<file path="src/rtl/onehot_sched_pkg.sv">
// -----------------------------------------------------------------------------
// onehot_sched_pkg
//   Shared definitions for the one-hot round-robin scheduler:
//     N_REQ    - default number of requesters
//     IDX_W    - default width of the binary grant index
//     state_e  - scheduler FSM states
//     next_ptr - round-robin pointer advance with mod-n wrap
// -----------------------------------------------------------------------------
package onehot_sched_pkg;

  localparam int unsigned N_REQ = 15;
  localparam int unsigned IDX_W = 4;

  typedef enum logic [1:0] {
    IDLE    = 2'd0,
    GRANT   = 2'd1,
    RELEASE = 2'd2
  } state_e;

  // Pointer to the slot after idx, wrapping from n-1 back to 0.
  function automatic int unsigned next_ptr(input int unsigned idx,
                                           input int unsigned n);
    if (idx + 1 >= n) begin
      return 0;
    end
    return idx + 1;
  endfunction

endpackage

</file>
<file path="src/rtl/onehot_rr_sched_rr_pick.sv">
// -----------------------------------------------------------------------------
// rr_pick
//   Combinational round-robin search: finds the first set bit of req,
//   scanning ptr, ptr+1, ..., N-1, 0, ..., ptr-1.
//   Ports:
//     req   [N]      - request vector
//     ptr   [IDX_W]  - position where the search starts
//     found          - at least one request is set
//     idx   [IDX_W]  - index of the winner; 0 when found=0
// -----------------------------------------------------------------------------
module rr_pick #(
  parameter int unsigned N     = 15,
  parameter int unsigned IDX_W = 4
) (
  input  logic [N-1:0]     req,
  input  logic [IDX_W-1:0] ptr,
  output logic             found,
  output logic [IDX_W-1:0] idx
);

  logic [IDX_W-1:0] base;
  logic [IDX_W:0]   pos;

  always_comb begin
    // An out-of-range pointer restarts the scan at 0 rather than skipping slots.
    base  = (32'(ptr) < N) ? ptr : '0;
    found = 1'b0;
    idx   = '0;
    pos   = '0;
    for (int unsigned off = 0; off < N; off++) begin
      // base + off < 2N, so one conditional subtract gives the mod-N position.
      pos = {1'b0, base} + (IDX_W+1)'(off);
      if (pos >= (IDX_W+1)'(N)) begin
        pos = pos - (IDX_W+1)'(N);
      end
      if (!found && req[pos[IDX_W-1:0]]) begin
        found = 1'b1;
        idx   = pos[IDX_W-1:0];
      end
    end
  end

endmodule

</file>
<file path="src/rtl/onehot_rr_sched.sv">
// -----------------------------------------------------------------------------
// onehot_rr_sched
//   Round-robin scheduler sharing one resource among N requesters. A winner
//   is picked in IDLE, holds the grant in GRANT until it signals done, drops
//   its request, or reaches MAX_HOLD cycles, then one dead RELEASE cycle
//   lets the resource drain before the next arbitration.
//   Ports:
//     clk        - clock, rising edge
//     rst        - asynchronous, active-high reset
//     req   [N]  - level requests, held until granted
//     done       - grantee finished; only looked at in GRANT
//     gnt   [N]  - one-hot grant, all-zero when idle
//     gnt_valid  - high exactly when gnt is non-zero
//     gnt_idx    - binary index of the grantee, 0 when gnt_valid=0
//     timeout    - one-cycle pulse coincident with a forced release
// -----------------------------------------------------------------------------
module onehot_rr_sched #(
  parameter int unsigned N        = onehot_sched_pkg::N_REQ,
  parameter int unsigned IDX_W    = onehot_sched_pkg::IDX_W,
  parameter int unsigned MAX_HOLD = 16,
  parameter int unsigned CNT_W    = 8
) (
  input  logic             clk,
  input  logic             rst,
  input  logic [N-1:0]     req,
  input  logic             done,
  output logic [N-1:0]     gnt,
  output logic             gnt_valid,
  output logic [IDX_W-1:0] gnt_idx,
  output logic             timeout
);

  import onehot_sched_pkg::*;

  state_e           state_q,     state_d;
  logic [IDX_W-1:0] ptr_q,       ptr_d;
  logic [CNT_W-1:0] cnt_q,       cnt_d;
  logic [IDX_W-1:0] gnt_idx_q,   gnt_idx_d;
  logic             gnt_valid_q, gnt_valid_d;
  logic             timeout_q,   timeout_d;
  logic [N-1:0]     gnt_q,       gnt_d;

  logic             pick_found;
  logic [IDX_W-1:0] pick_idx;

  logic             own_req;
  logic             hold_expired;

  rr_pick #(
    .N     (N),
    .IDX_W (IDX_W)
  ) u_pick (
    .req   (req),
    .ptr   (ptr_q),
    .found (pick_found),
    .idx   (pick_idx)
  );

  assign own_req      = req[gnt_idx_q];
  assign hold_expired = (cnt_q == CNT_W'(MAX_HOLD - 1));

  always_comb begin
    state_d     = state_q;
    ptr_d       = ptr_q;
    cnt_d       = cnt_q;
    gnt_idx_d   = gnt_idx_q;
    gnt_valid_d = gnt_valid_q;
    timeout_d   = 1'b0;

    unique case (state_q)
      IDLE: begin
        if (pick_found) begin
          state_d     = GRANT;
          gnt_idx_d   = pick_idx;
          gnt_valid_d = 1'b1;
          cnt_d       = '0;
          ptr_d       = IDX_W'(next_ptr(32'(pick_idx), N));
        end else begin
          gnt_idx_d   = '0;
          gnt_valid_d = 1'b0;
        end
      end

      GRANT: begin
        cnt_d = cnt_q + CNT_W'(1);
        if (done || !own_req || hold_expired) begin
          state_d     = RELEASE;
          gnt_idx_d   = '0;
          gnt_valid_d = 1'b0;
          cnt_d       = '0;
          // done and a dropped request both outrank the hold limit, so the
          // pulse only marks releases forced purely by the counter.
          timeout_d   = !done && own_req && hold_expired;
        end
      end

      RELEASE: begin
        state_d     = IDLE;
        gnt_idx_d   = '0;
        gnt_valid_d = 1'b0;
      end

      default: begin
        state_d     = IDLE;
        gnt_idx_d   = '0;
        gnt_valid_d = 1'b0;
        cnt_d       = '0;
      end
    endcase
  end

  // One-hot decode from the next-state index/valid, registered alongside
  // them so gnt lines up with gnt_idx/gnt_valid and cannot glitch.
  always_comb begin
    gnt_d = '0;
    for (int unsigned i = 0; i < N; i++) begin
      gnt_d[i] = gnt_valid_d && (gnt_idx_d == IDX_W'(i));
    end
  end

  always_ff @(posedge clk or posedge rst) begin
    if (rst) begin
      state_q     <= IDLE;
      ptr_q       <= '0;
      cnt_q       <= '0;
      gnt_idx_q   <= '0;
      gnt_valid_q <= 1'b0;
      timeout_q   <= 1'b0;
      gnt_q       <= '0;
    end else begin
      state_q     <= state_d;
      ptr_q       <= ptr_d;
      cnt_q       <= cnt_d;
      gnt_idx_q   <= gnt_idx_d;
      gnt_valid_q <= gnt_valid_d;
      timeout_q   <= timeout_d;
      gnt_q       <= gnt_d;
    end
  end

  assign gnt       = gnt_q;
  assign gnt_valid = gnt_valid_q;
  assign gnt_idx   = gnt_idx_q;
  assign timeout   = timeout_q;

endmodule

</file>
<file path="config.mk">
export PLATFORM = sky130hd
export DESIGN_NAME = onehot_rr_sched
export DESIGN_NICKNAME = d
export VERILOG_FILES = /design/src/rtl/onehot_sched_pkg.sv /design/src/rtl/onehot_rr_sched_rr_pick.sv /design/src/rtl/onehot_rr_sched.sv
export SDC_FILE = /design/constraint.sdc
export NUM_CORES = 1
export LEC_CHECK = 0
export CORE_MARGIN = 4
export CORE_UTILIZATION = 44
export DETAILED_ROUTE_END_ITERATION = 10
export PLACE_DENSITY_LB_ADDON = 0.25
export SLEW_MARGIN = 10
export SYNTH_ARGS = -nofsm -noshare
export SYNTH_HDL_FRONTEND = slang
export SYNTH_SLANG_ARGS = --single-unit
</file>
<file path="constraint.sdc">
create_clock -name clk -period 8.5 [get_ports clk]
set_input_delay 1.7 -clock clk [delete_from_list [all_inputs] [get_ports clk]]
set_output_delay 1.7 -clock clk [all_outputs]
set_load 0.01 [all_outputs]
</file>
# Word-level counts from Yosys, hierarchy flattened
# Cells that the tools add are included.
# W data, S select, Z words.
[op_classes]
n_addsub = 31
magnitude_cmp = 33
eq_ne = 19
n_mux = 96
bitwise_logic = 1
reduce_logical = 54
[ops]
columns = ["operator", "n"]
rows = [
  ["$mux W4", 34],
  ["$lt A4 B5 Y1 const B", 16],
  ["$ge A5 B4 Y1 const B", 15],
  ["$bmux W1 S4", 16],
  ["$sub A4 B4 Y4 const B", 15],
  ["$mux W1", 38],
  ["$add A4 B4 Y5 const B", 7],
  ["$logic_and A1 B1 Y1", 31],
  ["$eq A4 B4 Y1 const B", 7],
  ["$pmux W8 S3", 1],
  ["$add A4 B3 Y5 const B", 4],
  ["$eq A4 B3 Y1 const B", 4],
  ["$logic_not A1 Y1", 16],
  ["$mux W8", 2],
  ["$add A4 B1 Y5 const B", 2],
  ["$add A4 B2 Y5 const B", 2],
  ["$add A8 B1 Y8 const B", 1],
  ["$eq A4 B2 Y1 const B", 2],
  ["$eq A8 B4 Y1 const B", 1],
  ["$pmux W4 S2", 1],
  ["$reduce_and A2 Y1", 3],
  ["$eq A4 B1 Y1 const B", 1],
  ["$ge A4 B4 Y1 const B", 1],
  ["$logic_not A4 Y1", 1],
  ["other kinds (10)", 13],
]
[word_totals]
reg_bits = 35
in_bits = 18
word_cells = 241

# Longest topological paths before layout
[logic_depth]
word_depth = 55
mapped_depth = 29

# Hierarchy
# From an unflattened synthesis, not the netlist that was laid out.
[unflattened]
cells_unflattened = 1035
area_unflattened_um2 = 7679.9
[by_module_without_submodules]
columns = ["module", "instances", "cells_per_inst", "area_per_inst_um2", "seq_area_each_um2"]
rows = [
  ["rr_pick", 1, 865, 5958.2, 0.0],
  ["onehot_rr_sched", 1, 170, 1721.7, 875.8],
]

# Worst setup path before layout
# No wires, ideal clock.
[synth_timing]
path_type = "reg-to-reg"
from = "reg ptr_q[2]"
to = "reg ptr_q[1]"
arrival_time_ns = 5.986
required_ns = 8.378
slack_ns = 2.392
stages_incl_launch_ff = 23
path_cell_list = "dfrtp_1 > ha_1 > buf_4 > a21boi_2 > clkbuf_1 > ha_1 > inv_1 > a21oi_1 > a221oi_4 > xnor2_1 > mux4_2 > mux4_2 > or2_0 > or2_4 > or4b_4 > o22ai_1 > inv_1 > ha_1 > mux2i_1 > a22oi_1 > o211ai_1 > o211ai_1 > a32o_1"
[synth_between]
elab_chain_len = 55
elab_cells_between_ends = 156
classes_between = "add/sub: 30; order compare: 17; mux: 80; reduce/logical: 29"
[synth_lines]
columns = ["element", "line_no", "source"]
rows = [
  ["start: declaration", "onehot_rr_sched.sv:36", "logic [IDX_W-1:0] ptr_q, ptr_d;"],
  ["start signal: assignment", "onehot_rr_sched.sv:132", "ptr_q <= ptr_d;"],
  ["$lt A4 B4 Y1", "onehot_rr_sched_rr_pick.sv:26", "base = (32'(ptr) < N) ? ptr : '0;"],
  ["$mux W4 (*)", "onehot_rr_sched_rr_pick.sv:26", ""],
  ["branches (longest 53 deep; another with $add A4 B1 Y5)", "-", ""],
]
# Every way passes the cells marked *. The select of a mux whose other input is x is not followed.
# A chain may end at the register's enable or synchronous reset.

# Worst setup path after layout
[layout_timing]
from = "reg ptr_q[0]"
to = "reg ptr_q[0]"
# The elaborated chain is that of the path after synthesis.

==> impl_results.md <==
* Critical path class: reg -> reg
* Initial antenna violation count at 1
* Synth area leaders: dfrtp_1 (11%), mux2i_1 (7.9%), nand2_1 (5.0%)
* Post-synth EDFFs at 0
* RSZ-0062 raised after global routing: false
* Max-Cap Viols at 0
* Type of origin of the critical path: flip-flop
* Skew-Pair Late Insertion Delay at 0.29 ns
* Ys flop type: dfrtp_1
* Total global-route track usage at 34.2%
* Max-slew violations at 0
* Slowest CP cell: or4b_4
* Worst slew pin tran at 1.20 ns
* First-pass GRT wire length at 53.5 mm
* Total gr overflow at 0
* Hold Path End: cnt_q[7]
* Worst r2r path cells at 25
* Inserted Clock Buffers at 5
* Synth warnings at 0
* Core area at 17300 um^2
* Syn nets at 1098
* Hold Path Class: reg -> reg
* Slowest stage delay, CP at 0.77 ns
* Chip height at 141 um
* Post-DP HPWL at 25.0 mm
* Post-DRT Antenna Nets at 0
* Post-Route WL at 35.1 mm
* #FFs+latches synth at 35
* Most frequent cells in the layout: nand2_1 (104), nor2_1 (89), a21oi_1 (68)
* Largest net degree at the start of global routing at 50
* Die area at 19800 um^2
* Minimum clock period at 7.45 ns
* Layout cells sized above 1 at 10.6%
* Crit. End Element: flip-flop
* Post-route setup TNS at 0 ns
* CP required at 8.67 ns
* Residual DRC at 0
* Clock Tree Root: clkbuf_16
* # setup viols final at 0
* Row cnt at 48
* End of the worst register-to-register path: ptr_q[0]
* Slew Limit Headroom at 19.7%
* Area leader, netlist: dfrtp_1
* Final cycle utilization of the critical path at 87.7%
* CTS sink cnt at 35
* Area grow syn2layout at 8.29%
* Skew final at 0.00867 ns
* Setup Buffers After CTS at 0
* Crit Path Max Fanout at 14
* Cell area after synthesis at 7740 um^2
* TritonCTS clock tree: yes
* 1st-pass router iterations at 9
* Post-cts resize count at 0
* Number of global-route vias before repair at 8936
* Ant diodes at 0
* Crit path from: ptr_q[0]
* Mean Syn Cell Area at 7.27 um^2
* Clock Pin Slew Worst Setup and Hold Paths at 0.06 ns
* Worst Hold Depth at 1
* Width of the die at 141 um
* Gpl congestion at 1.06
* Worst-case clock buffer depth at 2
* Sequential area share after synthesis at 11.3%
* Initial drt markers at 1596
* CP arrival at 7.63 ns
* Hold_sp: cnt_q[7]
* Htree depth at 2
* Syn Inst Count at 1065
* Boundary Pins at 39
* Port-buffer cells at 38
* Nets at 1092
* Area share of the largest cell type after synthesis at 11.3%
* Post-synth ARST share at 100%
* Hold_buf cts at 0
* Post-synth cell types at 108
* Status: complete, no violations
* Total number of vias at 9613
* R2r startpoint: ptr_q[0]
* Routed wire per std cell at 27.3 um
* Most common cell after layout, fill and taps aside: nand2_1
* Initial Util at 44.8%
* Routed vias/inst at 7.48
* Fmax at 134 MHz
* R2R Setup Slk at 1.05 ns
* Final Hold Fails at 0
==> cell usage after synthesis, drive strengths merged (6+ instances only) <==
cell / number
nand2: 105
nor2: 90
o21ai: 80
a21oi: 69
mux2i: 61
clkbuf: 44
nand3: 42
buf: 38
dfrtp: 35
nor3: 32
o211ai: 32
a31oi: 28
inv: 28
a211oi: 20
nand2b: 16
o22ai: 16
ha: 15
mux4: 14
or2: 14
and2: 13
xnor2: 13
a2111oi: 12
and3: 12
o21a: 12
a21boi: 11
a21o: 11
nand4: 11
a22oi: 9
o311ai: 9
a311oi: 8
a32o: 8
mux2: 8
o221ai: 8
o22a: 7
o31ai: 7
a211o: 6
a22o: 6
a32oi: 6
or3: 6
==> area by class of cell <==
type / count / area, um^2
Clock buffer: 6 / 139
Clock inverter: 2 / 16.3
Fill cell: 1745 / 8910
Inverter: 32 / 123
Multi-Input combinational cell: 916 / 6330
Sequential cell: 35 / 876
Tap cell: 225 / 282
Timing Repair Buffer: 69 / 613
==> stage by stage <==
step / setup slack, ns / instance area [um^2] / hold slack, ns / util [%] / cells
after global placement: 1.26 / 8230 / 0.479 / 47.6 / 1277
after floorplan: 2.39 / 7740 / 0.451 / - / 1065
final: 1.05 / 8380 / 0.489 / 48.5 / 1285
after detailed placement: 1.23 / 8230 / 0.483 / 47.6 / 1277
after CTS: 1.37 / 8380 / 0.490 / 48.5 / 1285
after global routing: 0.600 / 8380 / 0.524 / 48.5 / 1285
==> how the worst max path moves through the flow <==
stage | endpoint | cells after the start | slack (ns)
3_5_place_dp | ptr_q[0] | 17 | 1.23
5_1_grt | ptr_q[0] | 24 | 0.60
2_1_floorplan | ptr_q[1] | 22 | 2.39
6_report | ptr_q[0] | 25 | 1.05
4_1_cts | ptr_q[0] | 24 | 1.37
3_3_place_gp | ptr_q[1] | 16 | 1.26
==> registers in the layout, indices dropped and copies added (netlist names) <==
signal,count
gnt,15
cnt_q,8
state_q,2
ptr_q,4
gnt_idx,4
gnt_valid,1
timeout,1
==> per-layer routing <==
| metal | up-vias | global-route usage (%) | routed length [um] |
|---|---|---|---|
| li1 | 4145 | - | - |
| met1 | 4490 | 45.3 | 13400 |
| met2 | 780 | 51.5 | 14800 |
| met3 | 198 | 8.41 | 4530 |
| met4 | 0 | 17.8 | 2360 |
| met5 | - | 0 | 0 |
==> cell families (layout without fill, tap and decap cells) <==
| logic type | Yosys count | after routing | share of synthesized area (%) |
|---|---|---|---|
| simple gates | 376 | 376 | 24.2 |
| compound gates | 425 | 425 | 39.8 |
| xor+xnor | 17 | 17 | 2.21 |
| buf+inv | 114 | 109 | 6.85 |
| mux | 83 | 83 | 13.1 |
| flops | 35 | 35 | 11.3 |
| fa+ha+maj | 15 | 15 | 2.42 |
==> worst max-delay path, delay by kind of cell (launching register included) <==
family | cells | cell delay [ns]
flip-flops | 1 | 0.38
adder cells (fa/ha/maj) | 3 | 1.03
multiplexers | 1 | 0.14
AND/OR/NAND/NOR | 8 | 2.78
AO/OA/AOI/OAI | 8 | 2.02
buffers and inverters | 5 | 0.97
Power is not shown: default switching activity piles up to over one toggle a cycle in this logic, so the estimate is an artifact.
